--- src/rtl/dac_pkg.sv ---
// Shared DAC link definitions: transmitter framing constants and receiver FSM encoding.
package dac_pkg;

   localparam int unsigned DAC_LANES      = 4;
   localparam int unsigned DAC_FRAME_BITS = 24;
   localparam int unsigned DAC_SCK_DIV    = 4;
   localparam logic [3:0]  DAC_CMD_WRITE  = 4'h3;

   typedef enum logic [1:0] {
      RX_IDLE  = 2'd0,
      RX_SHIFT = 2'd1,
      RX_CHECK = 2'd2
   } rx_state_t;

endpackage

--- src/rtl/sync_edge_det_bus.sv ---
// Synchronizes sck, cs_n and the sdo lanes through equal-depth chains and
// produces registered edge strobes aligned with the synchronized sdo bits.
module sync_edge_det_bus #(
   parameter int unsigned STAGES = 2,
   parameter int unsigned LANES  = 4
) (
   input  logic             clk,
   input  logic             reset_n,
   input  logic             sck,
   input  logic             cs_n,
   input  logic [LANES-1:0] sdo,
   output logic [LANES-1:0] sdo_sync,
   output logic             sck_rise,
   output logic             cs_rise,
   output logic             cs_fall
);

   localparam int unsigned    W          = LANES + 2;
   // Bus layout {sdo, cs_n, sck}; idle level has only cs_n high.
   localparam logic [W-1:0]   IDLE_LEVEL = W'(2);

   logic [W-1:0] chain [STAGES];
   logic [W-1:0] last;
   logic [W-1:0] held;

   assign last     = chain[STAGES-1];
   assign sdo_sync = held[W-1:2];

   always_ff @(posedge clk or negedge reset_n) begin
      if (!reset_n) begin
         for (int unsigned i = 0; i < STAGES; i++) chain[i] <= IDLE_LEVEL;
         held     <= IDLE_LEVEL;
         sck_rise <= 1'b0;
         cs_rise  <= 1'b0;
         cs_fall  <= 1'b0;
      end else begin
         chain[0] <= {sdo, cs_n, sck};
         for (int unsigned i = 1; i < STAGES; i++) chain[i] <= chain[i-1];
         held     <= last;
         sck_rise <= last[0] & ~held[0];
         cs_rise  <= last[1] & ~held[1];
         cs_fall  <= ~last[1] & held[1];
      end
   end

endmodule

--- src/rtl/dac_spi_receiver.sv ---
// Four-lane DAC SPI frame receiver: shifts lanes under cs_n, checks the bit
// count, and hands good frames to a valid/ready consumer with overrun tracking.
module dac_spi_receiver
   import dac_pkg::*;
#(
   parameter int unsigned FRAME_BITS  = 24,
   parameter int unsigned SYNC_STAGES = 2
) (
   input  logic                            clk,
   input  logic                            reset_n,
   input  logic                            dac_sck,
   input  logic                            dac_cs_n,
   input  logic [DAC_LANES-1:0]            dac_sdo,
   output logic [DAC_LANES*FRAME_BITS-1:0] frame_data,
   output logic                            frame_valid,
   input  logic                            frame_ready,
   output logic                            frame_error,
   output logic                            overrun,
   input  logic                            clear_status,
   output logic [15:0]                     frame_count
);

   localparam int unsigned      CNT_W    = $clog2(FRAME_BITS + 2);
   localparam logic [CNT_W-1:0] CNT_GOOD = CNT_W'(FRAME_BITS);
   localparam logic [CNT_W-1:0] CNT_MAX  = CNT_W'(FRAME_BITS + 1);

   logic [DAC_LANES-1:0]  sdo_sync;
   logic                  sck_rise;
   logic                  cs_rise;
   logic                  cs_fall;

   rx_state_t             state_q;
   rx_state_t             state_d;
   logic                  start_pending_q;
   logic [CNT_W-1:0]      bit_cnt_q;
   logic [FRAME_BITS-1:0] shreg [DAC_LANES];

   logic                  frame_good;
   logic                  frame_bad;
   logic                  load;

   sync_edge_det_bus #(
      .STAGES (SYNC_STAGES),
      .LANES  (DAC_LANES)
   ) u_sync (
      .clk      (clk),
      .reset_n  (reset_n),
      .sck      (dac_sck),
      .cs_n     (dac_cs_n),
      .sdo      (dac_sdo),
      .sdo_sync (sdo_sync),
      .sck_rise (sck_rise),
      .cs_rise  (cs_rise),
      .cs_fall  (cs_fall)
   );

   always_ff @(posedge clk or negedge reset_n) begin
      if (!reset_n) state_q <= RX_IDLE;
      else          state_q <= state_d;
   end

   always_comb begin
      state_d = state_q;
      unique case (state_q)
         RX_IDLE:  if (cs_fall || start_pending_q) state_d = RX_SHIFT;
         RX_SHIFT: if (cs_rise) state_d = RX_CHECK;
         RX_CHECK: state_d = RX_IDLE;
         default:  state_d = RX_IDLE;
      endcase
   end

   // A cs_n fall seen during CHECK is remembered so IDLE restarts at once.
   always_ff @(posedge clk or negedge reset_n) begin
      if (!reset_n) begin
         start_pending_q <= 1'b0;
         bit_cnt_q       <= '0;
         for (int unsigned k = 0; k < DAC_LANES; k++) shreg[k] <= '0;
      end else begin
         if (state_q == RX_CHECK && cs_fall) start_pending_q <= 1'b1;
         else if (state_q == RX_IDLE)        start_pending_q <= 1'b0;

         if (state_q == RX_IDLE && state_d == RX_SHIFT) begin
            bit_cnt_q <= '0;
            for (int unsigned k = 0; k < DAC_LANES; k++) shreg[k] <= '0;
         end else if (state_q == RX_SHIFT && sck_rise) begin
            for (int unsigned k = 0; k < DAC_LANES; k++)
               shreg[k] <= {shreg[k][FRAME_BITS-2:0], sdo_sync[k]};
            if (bit_cnt_q != CNT_MAX) bit_cnt_q <= bit_cnt_q + 1'b1;
         end
      end
   end

   assign frame_good = (state_q == RX_CHECK) && (bit_cnt_q == CNT_GOOD);
   assign frame_bad  = (state_q == RX_CHECK) && (bit_cnt_q != CNT_GOOD);
   assign load       = frame_good && (!frame_valid || frame_ready);

   always_ff @(posedge clk or negedge reset_n) begin
      if (!reset_n) begin
         frame_data  <= '0;
         frame_valid <= 1'b0;
         frame_error <= 1'b0;
         overrun     <= 1'b0;
         frame_count <= '0;
      end else begin
         frame_error <= frame_bad;
         if (load) begin
            for (int unsigned k = 0; k < DAC_LANES; k++)
               frame_data[k*FRAME_BITS +: FRAME_BITS] <= shreg[k];
            frame_valid <= 1'b1;
         end else if (frame_valid && frame_ready) begin
            frame_valid <= 1'b0;
         end

         if (clear_status) begin
            overrun     <= 1'b0;
            frame_count <= '0;
         end else begin
            if (frame_good && !load) overrun <= 1'b1;
            if (load) frame_count <= frame_count + 16'd1;
         end
      end
   end

endmodule

--- config.mk ---
export PLATFORM = sky130hd
export DESIGN_NAME = dac_spi_receiver
export DESIGN_NICKNAME = d
export VERILOG_FILES = /design/src/rtl/dac_pkg.sv /design/src/rtl/sync_edge_det_bus.sv /design/src/rtl/dac_spi_receiver.sv
export SDC_FILE = /design/constraint.sdc
export NUM_CORES = 1
export LEC_CHECK = 0
export CAP_MARGIN = 20
export CORE_MARGIN = 3
export CORE_UTILIZATION = 41
export CTS_CLUSTER_SIZE = 25
export DETAILED_ROUTE_END_ITERATION = 12
export SYNTH_ARGS = -nofsm -noshare
export SYNTH_HDL_FRONTEND = slang
export SYNTH_SLANG_ARGS = --single-unit
export TNS_END_PERCENT = 20
--- constraint.sdc ---
create_clock -name clk -period 2.7 [get_ports clk]
set_clock_uncertainty 0.15 [all_clocks]
set_input_delay 0.81 -clock clk [delete_from_list [all_inputs] [get_ports clk]]
set_output_delay 0.81 -clock clk [all_outputs]
set_load 0.03 [all_outputs]
Word level (Yosys, flattened, before mapping). Index checks and enable logic that the tools add are counted.

Add/sub/neg operators: 2. Multiply operators: 0. Divide/modulo/power cells: 0. Order comparisons: 0. Eq/ne operators: 6. Shift-type cells: 0. Multiplexer cells: 16. Bitwise logic cells: 6. Reduce and logical (&&, ||, !) cells: 20.

Operators by type and width (number): $mux 96 (2); $mux 16 (2); $add 16x1->16 const B (1); $mux 5 (3); $reduce_bool 2->1 (6); $ne 5x5->1 const B (2); $logic_and 1x1->1 (8); $mux 1 (6); $add 5x1->5 const B (1); $eq 5x5->1 const B (1); $eq 2x1->1 const B (2); $mux 2 (2); $pmux 2 s2 (1); $and 1x1->1 (3); $not 1->1 (3); $eq 2x2->1 const B (1); $logic_not 1->1 (2); $logic_not 2->1 (1); $logic_or 1x1->1 (2); $reduce_and 2->1 (1).

Register bits: 240. Bits in latches: 0. Bits in writable memories: 0. Memory bits (read-only): 0. Input bits: 10. Logic and storage cells: 68. Memories: 0.

Depth between registers and ports, before layout. Gate-level depths: netlist of the first run.

Word-level depth: 7. Gate-level depth with buffers: 9. Mapped depth without buffers: 6.

Hierarchy. A second synthesis of the first run with hierarchy kept.

Cells, all modules: 997. Area total of the unflattened synthesis: 9307.7 um2.

By module, submodules not included: dac_spi_receiver (instances 1, cells an instance 969, area an instance 8727.1 um2); sync_edge_det_bus (instances 1, cells an instance 28, area an instance 580.6 um2).

Least setup slack after synthesis of the first run. Ideal clock, no wire load.

Kind: input -> register. From: input frame_ready. To: register frame_count[13]. Setup time: 78 ps. Data arrival time: 1801 ps. Slack: 671 ps. Stages on the path: 5. Cells stage by stage: nand2b_1 nand4_2 buf_6 or3_1 a21oi_1.

Longest elaborated chain between the ends: 3.

Ends and longest elaborated chain: from (decl) (line dac_spi_receiver.sv:16) `input logic frame_ready,`; $logic_or 1x1->1 (line dac_spi_receiver.sv:95) `assign load = frame_good && (!frame_valid || frame_ready);`; $logic_and 1x1->1 (line dac_spi_receiver.sv:95); $reduce_bool 2->1 (no source line); to (signal assigned) (line dac_spi_receiver.sv:119) `if (load) frame_count <= frame_count + 16'd1;`; to (decl) (line dac_spi_receiver.sv:20) `output logic [15:0] frame_count`.

Every way passes these cells. A chain may end at the register's enable or synchronous reset.

Final worst setup path of the first run.
From: register frame_count[4]. To: output frame_count[4].

No word-level cell between the ends.

==> results.ini, run 1 <==
[worst_setup_path]
end_kind=primary output
rr_worst_depth=6
cp_max_fo=7
critPathMaxStageDelay_ns=0.71
critPathTopFamily=buffers and inverters
reg2reg_to=frame_count[11]
startpoint_type=flop
cp.required_ns=1.74
critical_path_buf_inv_count=1
rr_startpoint=bit_cnt_q[0]
critPathKind=flop to primary output
cp.arrival_ns=1.67
reg2reg_slack_ns=0.40
slowest_stage=clkdlybuf4s50_1
crit_path_cell_trace=clkdlybuf4s50_1

[die]
rows=54
io_pins=125
dieHeight_um=156
start_util_pct=42.1
die-area_um2=24500
core_um2=22000
die_w_um=156

[place]
portBuffers=124
place_congestion=0.779
detailed_place_hpwl_mm=12.2

[global_route]
antenna_found_initial=2
gr-total-overflow=0
grt_pass1_vias=6809
grt_pass1_wl_mm=34.1
grt_max_degree=103
grtUsageTotal_pct=16.6

[power]
p_int_mw=5.93
p_comb_share_pct=7.7
power_density_nw_per_um2=668
sequentialPowerShare_pct=48.3
p_leak_nw=5.51
p_clk_share_pct=44.0
swShare_pct=24.2
ir_drop_uv=456
switching_power_mw=1.90

[detailed_routing]
routed_wl_mm=20.1
first_iter_violations=527
drc=0
top_layer_used=met5
met1_length_mm=9.79
vias=6902
dr.pass1.iters=7
avgViaCountPerCell=4.93
ant_nets=0
wl_met2_mm=9.10
wl_met3_um=920
wl_per_cell_um=14.4

[logic_synthesis]
syn_area_um2=9280
synth_compound_area_share_pct=7.16
synth_edf_count=0
synthesis.nets=1003
avgSynthCellArea_um2=9.38
synthAdderAreaFrac_pct=0.540
synth.distinct_cells=41
synth_mux_area_share_pct=0
synth_top_family_by_area=simple AND/OR/NAND/NOR gates
yosys_warnings=0
synth_ff_type=dfrtp_1
synth_seq_cells=240
synth_largest_area_cell=dfrtp_1
synthSimpleGateAreaFrac_pct=24.0
synthTopCellsByArea=dfrtp_1 64%, nand2_1 20%, a21oi_1 5.9%
ys_seq_area_share_pct=64.8
synth_xor_area_share_pct=0.661
syn_inst=989
yosysTopAreaCellShare_pct=63.9
async_flop_share_pct=100

[cts]
cts_max_level=1
post_cts_buffers=0
clkTransAtPathRegs_ns=0.06
worstSkewPairLatency_ns=0.51
postCtsHoldBufs=0
clock-sinks=240
cts_root_buf=clkbuf_16
clockBufferDepth=3
cts_resized=0
cts_buffers=26
cts_tree=done

[timing]
finalCritPeriodShare_pct=97.2
hold_viol=0
final-setup-viol-count=0
tightestPinTransition_ns=0.713
finalSetupTns_ns=0
rsz0062_at_grt=false
fin_crit_ns=2.63
max_slew_margin_pct=52.5
report.final.slew_viol_count=0
hold_slack_ns=0.0886
max_freq_mhz=381

[status]
outcome=completed

[cells_and_area]
fillers=2030
antennaDiodeCount=0
layout_common_cells=490 x nand2_1, 237 x dfrtp_1, 123 x clkdlybuf4s50_1
final_common_cell=nand2_1
drive_above_1_share_pct=6.16
num-nets-final=1116
layout-area-overhead-vs-synth_pct=26.3

[flow_run]
maxCapViolCount=0

[worst_hold_path]
min_path_type=input port to async pin

-- flip-flops by register name, indices dropped and copies added, names as in the netlist --
signal and flops:
u_sync.cs_fall 1, frame_data 96, overrun 1, u_sync.sck_rise 1, shreg 96, frame_valid 1
start_pending_q 1, frame_error 1, frame_count 16, u_sync.last 6, state_q 2, bit_cnt_q 5
u_sync.held 6, u_sync.chain 6, u_sync.cs_rise 1
-- routing by layer --
layer / vias up / GRT usage (%)
met3: 24 / 2.74
met4: 4 / 4.00
met5: - / 0
met2: 146 / 26.1
met1: 3344 / 24.3
li1: 3384 / -
-- metrics by stage --
stage / util, % / cells / worst slack, ns / power [mW] / instance area (um2)
2_1_floorplan: - / 989 / 0.671 / 4.21 / 9280
3_3_place_gp: 49.4 / 1354 / -0.00135 / 4.46 / 10900
3_5_place_dp: 49.4 / 1354 / -0.0672 / 4.47 / 10900
4_1_cts: 53.2 / 1400 / 0.0474 / 7.94 / 11700
5_1_grt: 53.2 / 1400 / 0.0142 / 8.17 / 11700
6_report: 53.2 / 1400 / 0.0744 / 7.83 / 11700
-- cell usage after synthesis (4+ instances only) --
library cell and n:
nand2_1 490, a21oi_1 109, nand3_1 7, nand4_1 5, o21ai_0 5, dfrtp_1 237
ha_1 4, nor2_1 11, inv_1 5, or4_1 7, o31ai_1 7, xor2_1 4
nor2b_1 5, clkbuf_1 42, buf_1 6, buf_2 6
-- power by group through the flow --
stage / Clock, mW / Combinational [mW] / Sequential, mW
final: 3.44 / 0.604 / 3.78
after global routing: 3.68 / 0.686 / 3.80
after global placement: 0 / 0.622 / 3.84
after CTS: 3.54 / 0.621 / 3.78
after detailed placement: 0 / 0.620 / 3.85
after floorplan: 0 / 0.389 / 3.82
-- final cells by class --
type | count | area (um2) | area share (%)
Timing Repair Buffer | 143 | 1480 | 12.6
Multi-Input combinational cell | 686 | 3020 | 25.8
Clock buffer | 41 | 788 | 6.73
Sequential cell | 240 | 6010 | 51.3
Tap cell | 280 | 350 | 2.99
Clock inverter | 5 | 50.0 | 0.427
Inverter | 5 | 18.8 | 0.160
-- cells by family (layout without fill, tap and decap cells) --
logic type               after synthesis  in the layout
AO/OA/AOI/OAI                        126            126
adder cells (fa/ha/maj)                4              4
AND/OR/NAND/NOR                      549            549
XOR/XNOR                               7              7
buffers and inverters                 63            194
flip-flops                           240            240
-- worst reg2reg max path: cells and delay by family (launching register included) --
family                     cells  cell delay (ns)
buffers and inverters          1             0.11
AOI/OAI and AO/OA              1             0.15
DFF                            1             0.41
and+or+nand+nor                3             1.24
adders and majority gates      1             0.18
-- worst max path at each step --
| stage | from | end | slack [ns] | depth (start not counted) |
|---|---|---|---|---|
| floorplan | frame_ready | frame_count[13] | 0.67 | 5 |
| global placement | frame_ready | frame_count[11] | -0.001 | 5 |
| detailed placement | frame_ready | frame_count[11] | -0.07 | 5 |
| CTS | frame_count[4] | frame_count[4] | 0.05 | 1 |
| global route | frame_count[3] | frame_count[3] | 0.01 | 1 |
| finish | frame_count[4] | frame_count[4] | 0.07 | 1 |
Power figures use the tool's default switching activity.
==> inputs of run 2 (changes only) <==
--- a/config.mk
+++ b/config.mk
@@ -5,9 +5,9 @@
 export SDC_FILE = /design/constraint.sdc
 export NUM_CORES = 1
 export LEC_CHECK = 0
-export CAP_MARGIN = 20
+export CAP_MARGIN = 10
 export CORE_MARGIN = 3
-export CORE_UTILIZATION = 41
+export CORE_UTILIZATION = 42
 export CTS_CLUSTER_SIZE = 25
 export DETAILED_ROUTE_END_ITERATION = 12
 export SYNTH_ARGS = -nofsm -noshare
==> run 2 against run 1 <==
Compared with the run above:
- sequential share of layout area shrank 0.36 points
- maximum frequency rose by 0.51%
- highest routed layer is now met4
- first-iteration DRC count shrank 41%
- clock power barely moved
- cell count stayed put
- largest power group unchanged
==> results.ini, run 2 (synthesis gave the netlist of run 1 again) <==
[global_route]
antenna_found_initial=0
grt_max_degree=79
grt_pass1_vias=6813
grt_pass1_wl_mm=34.7
grtUsageTotal_pct=17.3
gr-total-overflow=0

[place]
detailed_place_hpwl_mm=12.4
portBuffers=124
place_area_um2=11000
dp_worst_setup_slack_ns=-0.0105
place_congestion=0.784
place_inst=1355

[detailed_routing]
wl_per_cell_um=14.5
vias=6964
drc=0
routed_wl_mm=20.3
ant_nets=0
avgViaCountPerCell=4.97
first_iter_violations=310
dr.pass1.iters=5

[cts]
postCtsHoldBufs=0
worstSkewPairLatency_ns=0.52
cts_root_buf=clkbuf_16
clkTransAtPathRegs_ns=0.06
post_cts_buffers=0
clock-sinks=240
cts_max_level=1
clockBufferDepth=3
cts_buffers=25
cts_tree=done

[timing]
rsz0062_at_grt=false
layout_setup_ws_ns=0.0878
max_freq_mhz=383
max_slew_margin_pct=62.3
final-setup-viol-count=0
hold_slack_ns=0.102
finalCritPeriodShare_pct=96.7
hold_viol=0
finalSetupTns_ns=0
tightestPinTransition_ns=0.565
fin_crit_ns=2.61
report.final.slew_viol_count=0

[die]
rows=53
start_util_pct=43.4
core_um2=21400
io_pins=125
die_w_um=155
die-area_um2=23900
dieHeight_um=155

[cells_and_area]
drive_above_1_share_pct=6.41
final_common_cell=nand2_1
num-nets-final=1121
largestRegisters=frame_data: 96 flops, shreg: 96 flops, frame_count: 16 flops
seq_area_um2=6010
layout-area-overhead-vs-synth_pct=27.2
multi_input_area_um2=3020
finalCoreUtilization_pct=55.2
finalInstanceArea_um2=11800
fillers=1936
fin_cells=1400
layout_common_cells=490 x nand2_1, 237 x dfrtp_1, 122 x clkdlybuf4s50_1

[status]
outcome=completed

[worst_setup_path]
critPathKind=flop to primary output
startpoint_type=flop
critical_path_buf_inv_count=1
critPathTopFamily=buffers and inverters
slowest_stage=clkdlybuf4s50_1
cp.arrival_ns=1.65
critPathMaxStageDelay_ns=0.70
end_kind=primary output
cp_max_fo=6
crit_path_cell_trace=clkdlybuf4s50_1
cp.required_ns=1.74
reg2reg_slack_ns=0.43

[power]
ir_drop_uv=564
power.total_mw=7.86
power_density_nw_per_um2=666
p_leak_nw=5.57

[worst_hold_path]
min_path_type=input port to async pin

[flow_run]
maxCapViolCount=0

run 2: path summary, 6_finish.rpt:
path | start | depth (start not counted) | to
max | frame_count[3] | 1 | frame_count[3]
min | reset_n | 1 | shreg[61]
max reg2reg | bit_cnt_q[0] | 6 | frame_count[11]
min reg2reg | u_sync.chain[6] | 0 | u_sync.last[0]
max in group asynchronous | reset_n | 2 | frame_count[13]
min in group clk | u_sync.chain[6] | 0 | u_sync.last[0]
run 2: area by class of cell:
type,count,share of cell area [%]
timing repair buffer,149,13.5
clock buffer,37,5.94
inverter,5,0.159
antenna,1,0.0212
clock inverter,7,0.965
tap,275,2.92
multi-input combinational,686,25.6
sequential,240,51.0
run 2: repair_timing:
action	4_1_cts	5_1_grt
resized for setup	0	1
setup endpoints to repair	0	1
hold endpoints to repair	0	0
run 2: power by group:
group | internal (mW) | leakage (nW) | total, mW | switching [mW]
combinational | 0.169 | 1.87 | 0.633 | 0.463
sequential | 3.70 | 3.30 | 3.78 | 0.0838
clock | 2.08 | 0.399 | 3.44 | 1.37
run 2: layer usage:
metal  vias to the layer above  GRT usage, %  wire [um]
met2                       137          27.0       9120
met4                         0          4.63        546
met5                         -             0          0
met1                      3395          24.3       9410
met3                        38          4.31       1270
li1                       3394             -          -
